### src/rtl/fifo_rd_ctrl_if.sv
// FIFO read port plus downstream valid/ready stream for fifo_rd_ctrl.
// master is the controller side; slave is the FIFO/consumer side.
interface fifo_rd_ctrl_if #(
  parameter int unsigned DWIDTH = 8
) ();
  logic              fifo_empty;
  logic [DWIDTH-1:0] fifo_dout;
  logic              fifo_rd_en;
  logic              m_valid;
  logic              m_ready;
  logic [DWIDTH-1:0] m_data;

  modport master (
    input  fifo_empty, fifo_dout, m_ready,
    output fifo_rd_en, m_valid, m_data
  );

  modport slave (
    output fifo_empty, fifo_dout, m_ready,
    input  fifo_rd_en, m_valid, m_data
  );
endinterface

### src/rtl/fifo_rd_ctrl.sv
// Read-side controller for a 1-cycle-latency synchronous FIFO with a 2-entry skid buffer.
// Optional statistics counters are enabled by defining FIFO_RD_STATS_EN.
module fifo_rd_ctrl #(
  parameter int unsigned DWIDTH = 8
) (
  input  logic              clk,
  input  logic              rst,
  input  logic              en,
  fifo_rd_ctrl_if.master    bus,
`ifdef FIFO_RD_STATS_EN
  input  logic              stats_clr,
  output logic [15:0]       word_cnt,
  output logic [15:0]       stall_cnt,
`endif
  output logic [1:0]        occ
);

  typedef enum logic [1:0] {StEmpty, StOne, StTwo} state_e;

  state_e            state_q;
  logic              inflight_q;
  logic              valid_q;
  logic [1:0]        occ_q;
  logic [DWIDTH-1:0] head_q;
  logic [DWIDTH-1:0] tail_q;

  logic              pop;
  logic              capture;
  logic              rd_en;
  logic [2:0]        credit;

  assign pop     = valid_q & bus.m_ready;
  assign capture = inflight_q;

  // Words held or on their way may not exceed the two skid slots after this cycle's pop.
  always_comb begin
    credit = {1'b0, occ_q} + {2'b00, inflight_q};
    rd_en  = rst & en & ~bus.fifo_empty & (credit < (3'd2 + {2'b00, pop}));
  end

  always_ff @(posedge clk or negedge rst) begin
    if (!rst) begin
      state_q    <= StEmpty;
      inflight_q <= 1'b0;
      valid_q    <= 1'b0;
      occ_q      <= 2'd0;
      head_q     <= '0;
      tail_q     <= '0;
    end else begin
      inflight_q <= rd_en;
      unique case (state_q)
        StEmpty: begin
          if (capture) begin
            head_q  <= bus.fifo_dout;
            state_q <= StOne;
            valid_q <= 1'b1;
            occ_q   <= 2'd1;
          end
        end
        StOne: begin
          if (capture && !pop) begin
            tail_q  <= bus.fifo_dout;
            state_q <= StTwo;
            occ_q   <= 2'd2;
          end else if (!capture && pop) begin
            state_q <= StEmpty;
            valid_q <= 1'b0;
            occ_q   <= 2'd0;
          end else if (capture && pop) begin
            head_q  <= bus.fifo_dout;
          end
        end
        StTwo: begin
          // The credit rule keeps capture from coinciding with this state.
          if (pop) begin
            head_q  <= tail_q;
            state_q <= StOne;
            occ_q   <= 2'd1;
          end
        end
        default: begin
          state_q <= StEmpty;
          valid_q <= 1'b0;
          occ_q   <= 2'd0;
        end
      endcase
    end
  end

  assign bus.fifo_rd_en = rd_en;
  assign bus.m_valid    = valid_q;
  assign bus.m_data     = head_q;
  assign occ            = occ_q;

`ifdef FIFO_RD_STATS_EN
  logic [15:0] word_cnt_q;
  logic [15:0] stall_cnt_q;

  always_ff @(posedge clk or negedge rst) begin
    if (!rst) begin
      word_cnt_q  <= '0;
      stall_cnt_q <= '0;
    end else if (stats_clr) begin
      word_cnt_q  <= '0;
      stall_cnt_q <= '0;
    end else begin
      if (pop && (word_cnt_q != 16'hFFFF)) begin
        word_cnt_q <= word_cnt_q + 16'd1;
      end
      if (valid_q && !bus.m_ready && (stall_cnt_q != 16'hFFFF)) begin
        stall_cnt_q <= stall_cnt_q + 16'd1;
      end
    end
  end

  assign word_cnt  = word_cnt_q;
  assign stall_cnt = stall_cnt_q;
`endif

endmodule

### src/flat_wrapper.sv
// flat-port wrapper written by rule: the top's interface ports become plain ports
module fifo_rd_ctrl_flat 
#(
  parameter int unsigned DWIDTH = 8
)
  (clk, rst, en, occ, bus_fifo_empty, bus_fifo_dout, bus_m_ready, bus_fifo_rd_en, bus_m_valid, bus_m_data);
  fifo_rd_ctrl_if #(.DWIDTH(DWIDTH)) bus_i ();
  input  logic clk;
  input  logic rst;
  input  logic en;
  output logic [1:0] occ;
  input wire logic [$bits(bus_i.fifo_empty)-1:0] bus_fifo_empty;
  input wire logic [$bits(bus_i.fifo_dout)-1:0] bus_fifo_dout;
  input wire logic [$bits(bus_i.m_ready)-1:0] bus_m_ready;
  output wire logic [$bits(bus_i.fifo_rd_en)-1:0] bus_fifo_rd_en;
  output wire logic [$bits(bus_i.m_valid)-1:0] bus_m_valid;
  output wire logic [$bits(bus_i.m_data)-1:0] bus_m_data;
  assign bus_i.fifo_empty = bus_fifo_empty;
  assign bus_i.fifo_dout = bus_fifo_dout;
  assign bus_i.m_ready = bus_m_ready;
  assign bus_fifo_rd_en = bus_i.fifo_rd_en;
  assign bus_m_valid = bus_i.m_valid;
  assign bus_m_data = bus_i.m_data;
  fifo_rd_ctrl #(.DWIDTH(DWIDTH)) u_core (.clk(clk), .rst(rst), .en(en), .bus(bus_i), .occ(occ));
endmodule
### config.mk
export PLATFORM = sky130hd
export DESIGN_NAME = fifo_rd_ctrl_flat
export DESIGN_NICKNAME = d
export VERILOG_FILES = /design/src/rtl/fifo_rd_ctrl_if.sv /design/src/rtl/fifo_rd_ctrl.sv /design/src/flat_wrapper.sv
export SDC_FILE = /design/constraint.sdc
export NUM_CORES = 1
export LEC_CHECK = 0
export CORE_MARGIN = 4
export CORE_UTILIZATION = 37
export CTS_CLUSTER_DIAMETER = 30
export DETAILED_ROUTE_END_ITERATION = 6
export GPL_ROUTABILITY_DRIVEN = 0
export PLACE_DENSITY_LB_ADDON = 0.1
export SYNTH_ARGS = -nofsm -noshare
export SYNTH_HDL_FRONTEND = slang
export SYNTH_SLANG_ARGS = --single-unit
### constraint.sdc
create_clock -name clk -period 3.1 [get_ports clk]
set_clock_uncertainty 0.05 [all_clocks]
set_input_delay 0.62 -clock clk [delete_from_list [all_inputs] [get_ports clk]]
set_output_delay 0.62 -clock clk [all_outputs]
set_load 0.01 [all_outputs]
# --- After elaboration in Yosys (flattened, before gate mapping) ---
# Index checks and enable logic that the tools add are counted.
# W data, S select, Z words.
classes:
  reduce_logical: 11
  eq_ne: 9
  n_lt_le_gt_ge: 1
  n_bitwise: 6
  n_mux: 15
  n_addsub: 2
ops:
  columns: ["cell", "count"]
  rows:
  - ["$mux W8", 5]
  - ["$pmux W8 S3", 1]
  - ["$mux W2", 4]
  - ["$ne A2 B1 Y1 const B", 4]
  - ["$pmux W2 S3", 1]
  - ["$reduce_and A6 Y1", 1]
  - ["$and A1 B1 Y1", 4]
  - ["$ne A2 B2 Y1 const B", 2]
  - ["$reduce_and A4 Y1", 1]
  - ["$add A2 B1 Y3", 1]
  - ["$add A2 B1 Y3 const A", 1]
  - ["$logic_and A1 B1 Y1", 3]
  - ["$lt A3 B3 Y1", 1]
  - ["$mux W1", 3]
  - ["$ne A3 B1 Y1 const B", 1]
  - ["$pmux W1 S3", 1]
  - ["$reduce_and A3 Y1", 1]
  - ["$reduce_bool A3 Y1", 1]
  - ["$eq A2 B1 Y1 const B", 1]
  - ["$eq A2 B2 Y1 const B", 1]
  - ["$logic_not A1 Y1", 2]
  - ["$logic_not A2 Y1", 1]
  - ["$not A1 Y1", 2]
  - ["$reduce_and A2 Y1", 1]
word_totals:
  regBits: 20
  out_inout_bits: 12
  input_bits: 13

# --- Depth between registers and ports, before layout ---
depth:
  ltp_word: 6
  depth_mapped: 6

# --- Worst setup path before layout ---
# No wires, ideal clock.
synth_timing:
  kind: "reg-to-output"
  start: "reg, netlist name u_core.state_q[0]"
  end: "out bus_fifo_rd_en"
  path_buffers: 0
  arrival_ns: 1.506
  setup_slack_ns: 0.924
  stages_incl_launch_ff: 5
  path_cell_list: "dfrtp_1 > ha_1 > ha_1 > o21ai_0 > nor4b_1"
synth_lines:
  columns: ["item", "line", "text"]
  rows:
  - ["end: declaration", "flat_wrapper.sv:15", "output wire logic [$bits(bus_i.fifo_rd_en)-1:0] bus_fifo_rd_en;"]

# --- Worst setup path in the final report ---
layout_timing:
  start: "in bus_m_ready"
  end: "out bus_fifo_rd_en"
layout_via:
  elab_chain_cells: 4
layout_lines:
  columns: ["item", "line", "text"]
  rows:
  - ["start: declaration", "flat_wrapper.sv:14", "input wire logic [$bits(bus_i.m_ready)-1:0] bus_m_ready;"]
  - ["$and A1 B1 Y1", "fifo_rd_ctrl.sv:32", "assign pop = valid_q & bus.m_ready;"]
  - ["$add A2 B1 Y3", "fifo_rd_ctrl.sv:38", "rd_en = rst & en & ~bus.fifo_empty & (credit < (3'd2 + {2'b00, pop}));"]
  - ["$lt A3 B3 Y1", "fifo_rd_ctrl.sv:38", null]
  - ["$and A1 B1 Y1", "fifo_rd_ctrl.sv:38", null]
# Every way passes these cells.

==> metrics <==
status complete, no violations; Vias/cell 4.70; setup TNS 0 ns; Layout area overhead 30.3%; final setup fails 0; ANT cells 0; CTS tree done; Syn Area/Cell 14.8 sq um; worst vdd ir 454 uV; worst reg2reg setup slack 1.25 ns; Worst EP required 2.43 ns; WS Path Type in2out; Reg-to-Reg End u_core.bus.m_data[2]; max-cap viol count 0; syn nets 82; Period minus WS final 2.95 ns; Worst path slowest cell clkdlybuf4s50_1; post_cts resized 0; RSZ-0062 raised after global routing no; clk_lat worst skew 0.30 ns; Max stage delay on crit path 0.61 ns; clock buffer depth 2; Fin. Hold Viols 0; Slew headroom 60.9%; Critical Path Fanout Max 5; largest delay contributor family on the critical path buffers and inverters; # DRC 0; vias in the first global route 640; Worst Hold Endpoint u_core.tail_q[3]; vias 583; most common cell after layout, fill and taps aside clkdlybuf4s50_1; Leakage 0.582 nW; nets@finish 110; GR Overflow Total 0; # Post-CTS Setup Buffers 0; hold path depth 1; # rows 18; Slew @ Worst Pin 0.584 ns; Initial Util 39.2%; Die Area 3560 sq um; Synthesis Warnings 0; Critical Path AT 2.28 ns; most frequent cells in the layout clkdlybuf4s50_1, dfrtp_1, mux2_2; Die Ht 59.7 um; CP Cell Sequence clkdlybuf4s50_1, nand2_4, o21ai_0, nor4b_1, clkdlybuf4s50_1; final setup margin 0.149 ns; Startpoint Class input port; Port Buffers 24; router iterations before antenna repair 4; Synth Register Bits 20; Gate Count Post-Synth 67; Fmax 339 MHz; buffers and inverters on the worst path 2; hold_buf cts 0; fin. max-slew vios 0; Reg2Reg Depth 4; Root Driver clkbuf_4; post-synthesis sequential area ratio 50.6%; worst min-delay path class reg2reg; Die W 59.7 um; Yosys cell types 17; hold slack final 0.459 ns; Final period util 95.2%; hold path startpoint u_core.tail_q[3]; Tot Pwr 0.00102 W; CP Capture Type primary output; r2r startpoint u_core.state_q[1]; initial antenna violation count 0; most frequent CP cell clkdlybuf4s50_1; Synth Cell Area 988 sq um; fraction of layout cells with a size suffix above 1 39.4%; final core area utilization 51.0%; DRT iter0 DRCs 11; I/O pins 25; GRT Overall Usage 11.5%; clock transition at the registers of the reported paths 0.10 ns; TritonCTS Buffers 3; hpwl dp 1.26 mm; largest net degree at the start of global routing 21; remaining antenna violation count 0; Sink Count 20; Cell Pwr Density 791 nW/um^2; global-route wire length before repair 3.04 mm; pre-CTS setup slack 0.128 ns; total core area 2520 sq um; drt total wl 1.74 mm; DR WL/cell 14.1 um; H-tree depth 1
[cells in the mapped netlist]
master / count / share of area [%]
a211o_2: 1 / 1.0
and2b_4: 1 / 1.0
buf_6: 2 / 2.3
dfrtp_1: 20 / 51
ha_1: 2 / 2.5
inv_1: 2 / 0.76
mux2_2: 17 / 19
mux2_4: 8 / 12
nand2_1: 4 / 1.5
nand2_4: 1 / 1.1
nand3_2: 1 / 1.0
nor2_1: 1 / 0.38
nor2b_2: 1 / 0.89
nor4b_1: 1 / 0.89
o21ai_0: 3 / 1.5
o21bai_4: 1 / 1.9
o31a_2: 1 / 1.0
[cell type report]
type | instances | area, sq um
tap | 30 | 37.5
timing repair buffer | 25 | 248
fill | 240 | 1230
clock buffer | 4 | 36.3
inverter | 2 | 7.51
sequential | 20 | 500
multi-input combinational | 43 | 458
[cells by family after synthesis]
logic type	share of synthesized area [%]
DFF	50.6
muxes	31.5
buffers and inverters	3.04
AOI/OAI and AO/OA	5.44
and+or+nand+nor	6.83
adders and majority gates	2.53
[report_power, final]
part	switching, W	internal, W
clock network	0.0000767	0.0000716
registers	0.0000770	0.000375
logic	0.000134	0.000284
[per-layer routing]
metal | up-vias | GRT usage, % | part of all wire [%]
met1 | 279 | 13.9 | 45
met2 | 14 | 18.8 | 48
met5 | - | 0 | 0
li1 | 288 | - | -
met3 | 2 | 4.10 | 4.9
met4 | 0 | 3.80 | 1.4
[worst reg2reg max path, cell delays in order, from the launching register on]
cell      delay (ns)
dfrtp_1         0.45
nor2b_2         0.55
o21bai_4        0.12
o31a_2          0.24
mux2_4          0.33
[worst max-delay path by stage]
stage | start | endpoint | slack [ns] | cells past startpoint
floorplan | u_core.state_q[0] | bus_fifo_rd_en | 0.92 | 4
global placement | bus_m_ready | bus_fifo_rd_en | 0.15 | 5
detailed placement | bus_m_ready | bus_fifo_rd_en | 0.13 | 5
CTS | u_core.state_q[0] | bus_fifo_rd_en | 0.13 | 5
global route | u_core.state_q[0] | bus_fifo_rd_en | 0.01 | 5
finish | bus_m_ready | bus_fifo_rd_en | 0.15 | 5
[registers in the layout, indices dropped and copies added, names as in the netlist]
signal and flops:
u_core.state_q 2, u_core.bus.m_data 8, u_core.tail_q 8, u_core.bus.m_valid 1
u_core.capture 1
[metrics by stage]
step | cells | cell area (sq um)
after floorplan | 67 | 988
after global placement | 120 | 1250
after detailed placement | 120 | 1250
after CTS | 124 | 1290
after global routing | 124 | 1290
final | 124 | 1290
Note: power is estimated with default switching activity, not from simulation.
